File: src/rtl/multicycle_control.sv
// Main control FSM for the multicycle MIPS32 datapath: sequences fetch, decode,
// execute, memory and write-back, with mem_ready wait states on memory cycles.
module multicycle_control (
  input  logic       clk,
  input  logic       rst_n,
  input  logic [5:0] Opcode,
  input  logic       mem_ready,
  output logic       PCWrite,
  output logic       PCWriteCond,
  output logic       IorD,
  output logic       MemRead,
  output logic       MemWrite,
  output logic       IRWrite,
  output logic       MemtoReg,
  output logic       RegDst,
  output logic       RegWrite,
  output logic       AluSrcA,
  output logic [1:0] AluSrcB,
  output logic [2:0] AluOp,
  output logic [1:0] PCSource,
  output logic       illegal,
  output logic [3:0] state
);

  localparam int unsigned StateW = 4;

  localparam logic [5:0] OpRtype = 6'b000000;
  localparam logic [5:0] OpJ     = 6'b000010;
  localparam logic [5:0] OpBeq   = 6'b000100;
  localparam logic [5:0] OpLw    = 6'b100011;
  localparam logic [5:0] OpSw    = 6'b101011;

  localparam logic [2:0] AluAdd  = 3'b000;
  localparam logic [2:0] AluSub  = 3'b001;
  localparam logic [2:0] AluRtyp = 3'b010;

  typedef enum logic [StateW-1:0] {
    S_IDLE   = 4'd0,
    S_FETCH  = 4'd1,
    S_DECODE = 4'd2,
    S_MEMADR = 4'd3,
    S_MEMRD  = 4'd4,
    S_MEMWB  = 4'd5,
    S_MEMWR  = 4'd6,
    S_EXEC   = 4'd7,
    S_RWB    = 4'd8,
    S_BRANCH = 4'd9,
    S_JUMP   = 4'd10
  } state_e;

  state_e state_q, state_d;

  // Next-state logic; unused encodings fall back to IDLE.
  always_comb begin
    state_d = S_IDLE;
    unique case (state_q)
      S_IDLE:   state_d = S_FETCH;
      S_FETCH:  state_d = mem_ready ? S_DECODE : S_FETCH;
      S_DECODE: begin
        case (Opcode)
          OpLw, OpSw: state_d = S_MEMADR;
          OpRtype:    state_d = S_EXEC;
          OpBeq:      state_d = S_BRANCH;
          OpJ:        state_d = S_JUMP;
          default:    state_d = S_FETCH;
        endcase
      end
      S_MEMADR: state_d = (Opcode == OpSw) ? S_MEMWR : S_MEMRD;
      S_MEMRD:  state_d = mem_ready ? S_MEMWB : S_MEMRD;
      S_MEMWB:  state_d = S_FETCH;
      S_MEMWR:  state_d = mem_ready ? S_FETCH : S_MEMWR;
      S_EXEC:   state_d = S_RWB;
      S_RWB:    state_d = S_FETCH;
      S_BRANCH: state_d = S_FETCH;
      S_JUMP:   state_d = S_FETCH;
      default:  state_d = S_IDLE;
    endcase
  end

  always_ff @(posedge clk) begin
    if (!rst_n) state_q <= S_IDLE;
    else        state_q <= state_d;
  end

  // Datapath controls decoded from the current state.
  always_comb begin
    PCWrite     = 1'b0;
    PCWriteCond = 1'b0;
    IorD        = 1'b0;
    MemRead     = 1'b0;
    MemWrite    = 1'b0;
    IRWrite     = 1'b0;
    MemtoReg    = 1'b0;
    RegDst      = 1'b0;
    RegWrite    = 1'b0;
    AluSrcA     = 1'b0;
    AluSrcB     = 2'b00;
    AluOp       = AluAdd;
    PCSource    = 2'b00;
    illegal     = 1'b0;
    unique case (state_q)
      S_FETCH: begin
        MemRead = 1'b1;
        AluSrcB = 2'b01;
        IRWrite = mem_ready;
        PCWrite = mem_ready;
      end
      S_DECODE: begin
        AluSrcB = 2'b11;
        case (Opcode)
          OpLw, OpSw, OpRtype, OpBeq, OpJ: illegal = 1'b0;
          default:                         illegal = 1'b1;
        endcase
      end
      S_MEMADR: begin
        AluSrcA = 1'b1;
        AluSrcB = 2'b10;
      end
      S_MEMRD: begin
        MemRead = 1'b1;
        IorD    = 1'b1;
      end
      S_MEMWB: begin
        MemtoReg = 1'b1;
        RegWrite = 1'b1;
      end
      S_MEMWR: begin
        MemWrite = 1'b1;
        IorD     = 1'b1;
      end
      S_EXEC: begin
        AluSrcA = 1'b1;
        AluOp   = AluRtyp;
      end
      S_RWB: begin
        RegDst   = 1'b1;
        RegWrite = 1'b1;
        AluOp    = AluRtyp;
      end
      S_BRANCH: begin
        AluSrcA     = 1'b1;
        AluOp       = AluSub;
        PCWriteCond = 1'b1;
        PCSource    = 2'b01;
      end
      S_JUMP: begin
        PCWrite  = 1'b1;
        PCSource = 2'b10;
      end
      default: ;
    endcase
  end

  assign state = StateW'(state_q);

endmodule

File: config.mk
export PLATFORM = sky130hd
export DESIGN_NAME = multicycle_control
export DESIGN_NICKNAME = d
export VERILOG_FILES = /design/src/rtl/multicycle_control.sv
export SDC_FILE = /design/constraint.sdc
export NUM_CORES = 1
export LEC_CHECK = 0
export BUFFER_PORTS_ARGS = -buffer_cell sky130_fd_sc_hd__buf_2
export CORE_AREA = 8 8 45 47
export DETAILED_ROUTE_END_ITERATION = 8
export DIE_AREA = 0 0 53 55
export GPL_TIMING_DRIVEN = 1
export PLACE_DENSITY = 0.68
export SLEW_MARGIN = 20
export SYNTH_ARGS = -nofsm -noshare
export SYNTH_HDL_FRONTEND = slang
export SYNTH_SLANG_ARGS = --single-unit
export TNS_END_PERCENT = 30
File: constraint.sdc
create_clock -name clk -period 2.4 [get_ports clk]
set_input_delay 0.48 -clock clk [delete_from_list [all_inputs] [get_ports clk]]
set_output_delay 0.48 -clock clk [all_outputs]
set_load 0.05 [all_outputs]
==> impl_summary.md, run 1 <==
Layout
After the last flow step, the layout net total stands at roughly 110. Of the cells placed in the final design, the portion with a size suffix greater than 1 is 0.347. The flip-flop count of the largest register after layout is 4.

The number of antenna diodes in the final layout is 0. The library cells used most frequently in the layout, excluding fill and tap cells, are sky130_fd_sc_hd__buf_2, sky130_fd_sc_hd__nor2_1, sky130_fd_sc_hd__nand2b_1, sky130_fd_sc_hd__nand2_1, sky130_fd_sc_hd__nor3_1. The finished layout holds between 100 and 150 standard cells, fillers aside. The finished layout cell area is about 610 um^2. The multi-input combinational cells in the finished layout cover a total of roughly 320 um^2.

The area growth from synthesis to final layout is 35.0%. Leaving out fill and tap cells, the most frequent cell in the layout is sky130_fd_sc_hd__buf_2. The number of fill cells is 154. In the final layout, flip-flops and latches occupy between 80 and 90 um^2.

Worst setup path
The signal on the critical path passes through nand2b_1 -> or3_1 -> o21ai_0 -> buf_2. The setup path with the least slack is of type flip-flop to primary output. At the worst endpoint, the required time is between 1.5 and 2 ns. On the worst path, the slowest cell contributes a delay of a little over 0.4 ns. STA classifies the critical path startpoint as a flip-flop. The capturing element type of the critical path is a primary output. For the worst setup path, the data arrival time is ~1.6 ns. The flop-to-flop setup slack is about 0.93 ns. On the critical path, the stage with the largest delay is an instance of sky130_fd_sc_hd__dfxtp_1. Along the worst path, the maximum fanout reaches 13.

Synthesis
After synthesis, the largest family of logic cells by area is simple AND/OR/NAND/NOR gates. The cell area that synthesis handed to floorplanning was 454 um^2. After technology mapping, the gate count stands at 72. After synthesis, the mean cell area works out to 6.31 um^2.

For this run, the register share of the synthesized area comes to 0.176. The complex-gate fraction of the synthesized area was 0.218. The simple-gate share of the synthesized area is 0.424.

The number of warnings issued by yosys is 0. Of the total synthesized cell area, the portion taken by full adders, half adders and majority gates is 0. After synthesis, the share of cell area in mux cells is 0.0220. The number of different library cells used by synthesis comes to 30. The total nets after synthesis is 81. The flip-flop and latch count after synthesis is 4. The share of the synthesized netlist area taken by xor and xnor gates is 0.0386.

STA
The achievable clock frequency is 473 MHz. The final setup skew is around 0.00071 ns. The smallest clock period supported by the final layout is computed as around 2.1 ns. The final-report hold violation count is 0. The final max-slew violation count was 0. The sum of negative setup slack is 0 ns. Setup repair after global routing left no endpoint under its margin. The final critical-path share of the clock period is 0.880. Setup violations remaining at the end of the flow were counted as 0. The post-layout worst setup margin is 0.288 ns.

Detailed routing
The via count normalized by instance count is roughly 5.2. In this run, the number of DRC markers left after iteration 0 of detailed routing was 6. The average wire per cell in the routed design is about 12 um. The routed design has 1370 um of wire. The remaining antenna violation count after routing is 0. The via count is between 500 and 600. The pre-antenna-repair detailed-routing pass consisted of 6 iterations.

In the routed design, unresolved DRC markers number 0.

Clocking
Once the clock tree was built, the resizer swapped 0 gates to a different size. In this run the number of H-tree levels came out at 1. In this run the post-CTS setup repair buffer count came out at 0. The count of clock tree sinks is 4. At the later pin of the worst-skew pair, clock insertion delay measures about 0.23 ns. TritonCTS built the clock tree. No sink is reached through more buffers than the 2 on the longest clock path. Clock-pin slew was measured on the worst setup and hold paths at approximately 0.04 ns.

After clock tree synthesis, the flow added hold-fix buffers numbering 0. The number of buffers inserted during clock tree synthesis is 3. The clock root buffer is sky130_fd_sc_hd__clkbuf_4.

Place
Summed over all nets, the half-perimeter wirelength after detailed placement is 1130 um. The number of placed instances, taps included, is 111. The total cell area at the placement stage is just under 600 um^2. The number of port buffers is 29.

The congestion estimate from routability-driven global placement came to around 0.8. At the placement stage, the worst setup path has a slack of between 0.3 and 0.4 ns.

Floorplanning
The core region is around 0.0014 mm^2. 31 I/O pins were placed. Row generation in the floorplan step produced 14 rows. The die covers 0.00292 mm^2.

In this run the vertical extent of the chip is 55 um. The effective utilization at floorplan is 0.328. The width of the chip is ~53 um.

Global route
The number of global-route vias before repair is roughly 520. The initial antenna violation count is 0. For this run, the total global-route usage over all layers was measured as 0.0912. The remaining global-route overflow is 0. Entering global routing, the biggest net connects 15 pins.

The global-route wire length before repair is roughly 2100 um.

Run
Across the run, the number of max-cap violations was 0.

Run status
The flow ran to the end, and the final reports show no timing, DRC or antenna violations.

Pwr
Across the VDD grid, the largest voltage drop is 288 uV. The standby leakage power is approximately 0.3 nW. The power per cell area is 421 mW/mm^2.

Summing internal, switching and leakage power gives about 260 uW.

Worst hold path
In this run the worst hold path is classified as input port to flip-flop.
## cells in the mapped netlist, drive strengths merged
cell type  number  share of area
nor2           11          0.091
buf             6          0.080
nand2           5          0.041
nand2b          5          0.069
nor3            5          0.055
o21ai           5          0.055
a21oi           4          0.044
dfxtp           4           0.18
nand3           4          0.044
and2            2          0.028
clkbuf          2          0.017
inv             2          0.017
or3             2          0.028
xnor2           2          0.039
a21boi          1          0.017
a31oi           1          0.014
a32o            1          0.022
and4            1          0.019
conb            1         0.0083
mux2i           1          0.022
nor4            1          0.014
nor4b           1          0.019
o211ai          1          0.017
o21a            1          0.017
o22ai           1          0.014
o41ai           1          0.019
or4             1          0.017
## critical path, delay by kind of cell, from the launching register on
family                 cells  cell delay, ns
AO/OA/AOI/OAI              1            0.08
buffers and inverters      1            0.28
flip-flops                 1            0.41
AND/OR/NAND/NOR            2            0.62
## per-layer routing
metal | vias up | wire [um] | part of all wire | track usage
met2 | 26 | 674 | 0.49 | 0.168
met4 | 0 | 0 | 0 | 0.0216
met3 | 0 | 159 | 0.12 | 0.0294
li1 | 303 | - | - | -
met1 | 259 | 533 | 0.39 | 0.0986
met5 | - | 0 | 0 | 0
## through the flow
stage / utilization / hold WS [ns]
global route: 0.443 / 0.536
floorplan: - / 0.608
detailed placement: 0.427 / 0.621
global placement: 0.427 / 0.631
finish: 0.443 / 0.531
CTS: 0.443 / 0.531
## final timing paths
check                           startpoint       end  depth (start not counted)
worst max-delay path              state[2]  AluOp[1]                          4
worst max register to register    state[0]  state[3]                          4
worst min-delay path                 rst_n  state[0]                          3
worst min register to register    state[3]  state[2]                          1
## area by class of cell
| cell class | count | area share |
|---|---|---|
| Tap cell | 16 | 0.0327 |
| Inverter | 2 | 0.0122 |
| Multi-Input combinational cell | 58 | 0.527 |
| Timing Repair Buffer | 31 | 0.261 |
| Sequential cell | 4 | 0.131 |
| Clock buffer | 3 | 0.0367 |
## report_power, final
part | internal (mW) | switching [mW]
Clock | 0.0557 | 0.0239
Sequential | 0.0695 | 0.00432
Combinational | 0.0293 | 0.0751
Total | 0.154 | 0.103
## cell families (layout without fill, tap and decap cells)
| group | after synthesis | after routing |
|---|---|---|
| AOI/OAI and AO/OA | 16 | 16 |
| buffers and inverters | 10 | 36 |
| other | 1 | 1 |
| muxes | 1 | 1 |
| DFF | 4 | 4 |
| and+or+nand+nor | 38 | 38 |
| xor gates and xnor gates | 2 | 2 |
Note: power is estimated with default switching activity, not from simulation.
==> run 2: changes to the inputs <==
Settings changed: CORE_AREA 8 8 45 47 to unset, CORE_MARGIN set to 8, CORE_UTILIZATION set to 35, DIE_AREA 0 0 53 55 to unset, PLACE_DENSITY 0.68 to 0.72.
Clock period 2.4 ns to 1.7 ns, I/O delays scaled along.
==> impl_summary.md, run 2 (synthesis gave the netlist of run 1 again) <==
Run status
The run finished, with violations left. The final reports fail on negative setup slack.

Pwr
The internal power consumption is 245 uW (+58%). The part of the power in combinational logic is 0.434 (+0.029). The net load switching power came to 175 uW (+69%). The worst IR drop on VDD is 387 uV (+35%). The proportion of power drawn by the clock network is 0.314 (+0.005). The fraction of power spent switching nets is 0.416 (+0.0156). The standby leakage power came to 0.345 nW (+12%). The relative contribution of sequential cells to total power came to 0.252 (-0.034).

The power per cell area is 506 mW/mm^2 (+20%).

Global route
The number of global-route vias before repair is 586 (+12%). The global routing usage summed across all routing layers is 0.117 (+0.0261). The pin count of the biggest net entering global routing is 11 (-4). The initial antenna violation count was 0 (unchanged). The global-route wire length before repair was 2530 um (+19%). The remaining global-route overflow is 0 (unchanged).

Layout
The final net count is 113 (+3.7%). The number of diodes added for antenna fixing is 0 (unchanged). The area growth from synthesis to final layout is 82.6%. The top cell types in the final layout, fill and taps aside, are sky130_fd_sc_hd__buf_2, sky130_fd_sc_hd__buf_4, sky130_fd_sc_hd__clkbuf_4. The number of standard cells in the final layout excluding fillers is 118 (+3.5%). The number of fill cells is 113 (-27%).

The share of layout cells above drive strength 1 is 0.612 (+0.265). The most common cell after layout, fill and taps aside is sky130_fd_sc_hd__buf_2. The flip-flop count of the largest register after layout is 4 (unchanged).

Floorplanning
The area of the core region is 0.00125 mm^2 (-9.5%). The width of the chip is 52.0 um (-1.8%). The floorplan die height is 52.0 um (-5.4%). The effective utilization at floorplan is 0.363 (+0.0344). The row count is 13 (-1).

The number of top-level design ports was 31 (unchanged). The die area is 0.00271 mm^2 (-7.1%).

Worst hold path
The path class of the lowest-slack min-delay path is input port to flip-flop.

Worst setup path
Among cell families on the critical path, the largest total delay comes from simple AND/OR/NAND/NOR gates. The highest-delay cell along the critical path is sky130_fd_sc_hd__or3_4. The worst setup path is of the input port to primary output kind.

The largest fanout on the critical path was 6 (-7). The critical path goes through buf_2 -> or3_4 -> a21oi_2 -> nor2_1 -> o21a_1 -> buf_6. The count of buffer and inverter cells on the critical path is 2 (+1). The critical path required time came to 1.36 ns (-0.56 ns). The worst endpoint data arrival time was 1.38 ns (-0.25 ns). The worst setup path is captured at a primary output.

The startpoint class of the critical path is an input port. The biggest cell delay along the critical path came to 0.42 ns (about the same).

Clocking
The clock network latency to the later pin of the worst-skew pair is 0.24 ns (about the same). The number of buffers between clock root and the deepest sink was 2 (unchanged). The count of clock tree sinks is 4 (unchanged). The number of buffers inserted during clock tree synthesis is 3 (unchanged).

The clock root buffer is sky130_fd_sc_hd__clkbuf_4. TritonCTS built the clock tree. The buffers inserted during post-CTS setup optimization came to 0 (unchanged). The clock-pin slew on the worst setup and hold paths is 0.05 ns (about the same). The maximum level of the CTS H-tree is 1 (unchanged).

STA
The setup violation total in the final timing report came to 3 (+3). The sum of negative setup slack is -0.0312 ns (-0.0312 ns). The final setup skew is 0.00912 ns (+0.00841 ns). The final-report hold violation count came to 0 (unchanged). The final max-slew violation count is 0 (unchanged). The achievable clock frequency is 582 MHz.

The clock period minus worst slack is roughly 1.7 ns. In the finished design, the share of the clock period the worst path needs comes to 1.01. The post-layout worst setup margin was -0.0172 ns (-0.305 ns).

Setup repair after global routing could not meet its margin everywhere.

Place
The detailed placement HPWL came to 1240 um (+9.6%). The final estimated routing congestion in global placement is 0.761 (-4.7%). The number of port buffers is 29 (unchanged). The instance count after placement with tap cells included is 114 (+2.7%).

Detailed routing
The via count is 641 (+9.0%). The detailed router's first-iteration violation count is 13 (+7). The length of the first detailed-routing pass in iterations is 4 (-2). The final routed wirelength across all metal layers was 1680 um (+23%).

The average wire per cell in the routed design came to 14.2 um (+19%). The post-route DRC violation count is 0 (unchanged). The remaining antenna violation count after routing is 0 (unchanged). The via count normalized by instance count is 5.43 (+5.3%).

Run
The total of max-cap violations is 0 (unchanged).
[run 2: cell types whose count changed in the layout (fill, tap and decap cells not counted), sizes merged]
| cell | change |
|---|---|
| clkinvlp | +1 |
| buf | +1 |
| clkbuf | +4 |
| inv | -1 |
[run 2: per-stage QoR]
stage / power (mW) / instance area, um^2 / hold slack [ns] / worst slack [ns] / util
6_report: 0.420 / 830 / 0.388 / -0.0172 / 0.662
5_1_grt: 0.444 / 830 / 0.402 / -0.0497 / 0.662
4_1_cts: 0.412 / 795 / 0.381 / -0.00867 / 0.634
3_5_place_dp: 0.277 / 731 / 0.522 / -0.0911 / 0.583
3_3_place_gp: 0.275 / 731 / 0.518 / -0.0690 / 0.583
2_1_floorplan: 0.234 / 579 / 0.459 / -0.0581 / -
[run 2: timing repair]
| action | 4_1_cts | 5_1_grt |
|---|---|---|
| pin swaps | 0 | 0 |
| endpoints found under the setup margin | 8 | 9 |
| gates resized for setup | 12 | 13 |
| hold endpoints to repair | 0 | 0 |
| hold buffers | 0 | 0 |
| cloned | 0 | 0 |
[run 2: worst register-to-register path: stages, from the launching register on]
cell,delay (ns)
sky130_fd_sc_hd__dfxtp_4,0.38
sky130_fd_sc_hd__buf_4,0.17
sky130_fd_sc_hd__or4_1,0.52
sky130_fd_sc_hd__o21ai_1,0.12
sky130_fd_sc_hd__and4_1,0.20
[run 2: final timing paths]
path	from	to	slack, ns	cells past startpoint
worst min-delay path	rst_n	state[0]	0.39	3
worst max register to register	state[0]	state[3]	0.25	4
worst max-delay path	Opcode[5]	illegal	-0.02	6
worst min register to register	state[3]	state[2]	0.54	1
[run 2: layer usage]
metal  vias up  track usage  routed length, um
li1        314            -                  -
met1       297        0.129                652
met2        30        0.210                868
met3         0       0.0399                156
met4         0       0.0265                  0
met5         -            0                  0
[run 2: power groups by stage]
stage               registers, mW  logic, mW  clock network [mW]
floorplan                   0.115      0.119                   0
global placement            0.108      0.166                   0
detailed placement          0.109      0.168                   0
CTS                         0.106      0.172               0.134
global route                0.106      0.193               0.145
finish                      0.106      0.182               0.132
[run 2: final cells by class]
type	count	area (um^2)	share of cell area
well taps	15	18.8	0.0226
flip-flops and latches	4	92.6	0.112
inverters	2	11.3	0.0136
repair buffers	35	241	0.291
multi-input cells	58	439	0.529
clock buffers	4	26.3	0.0317
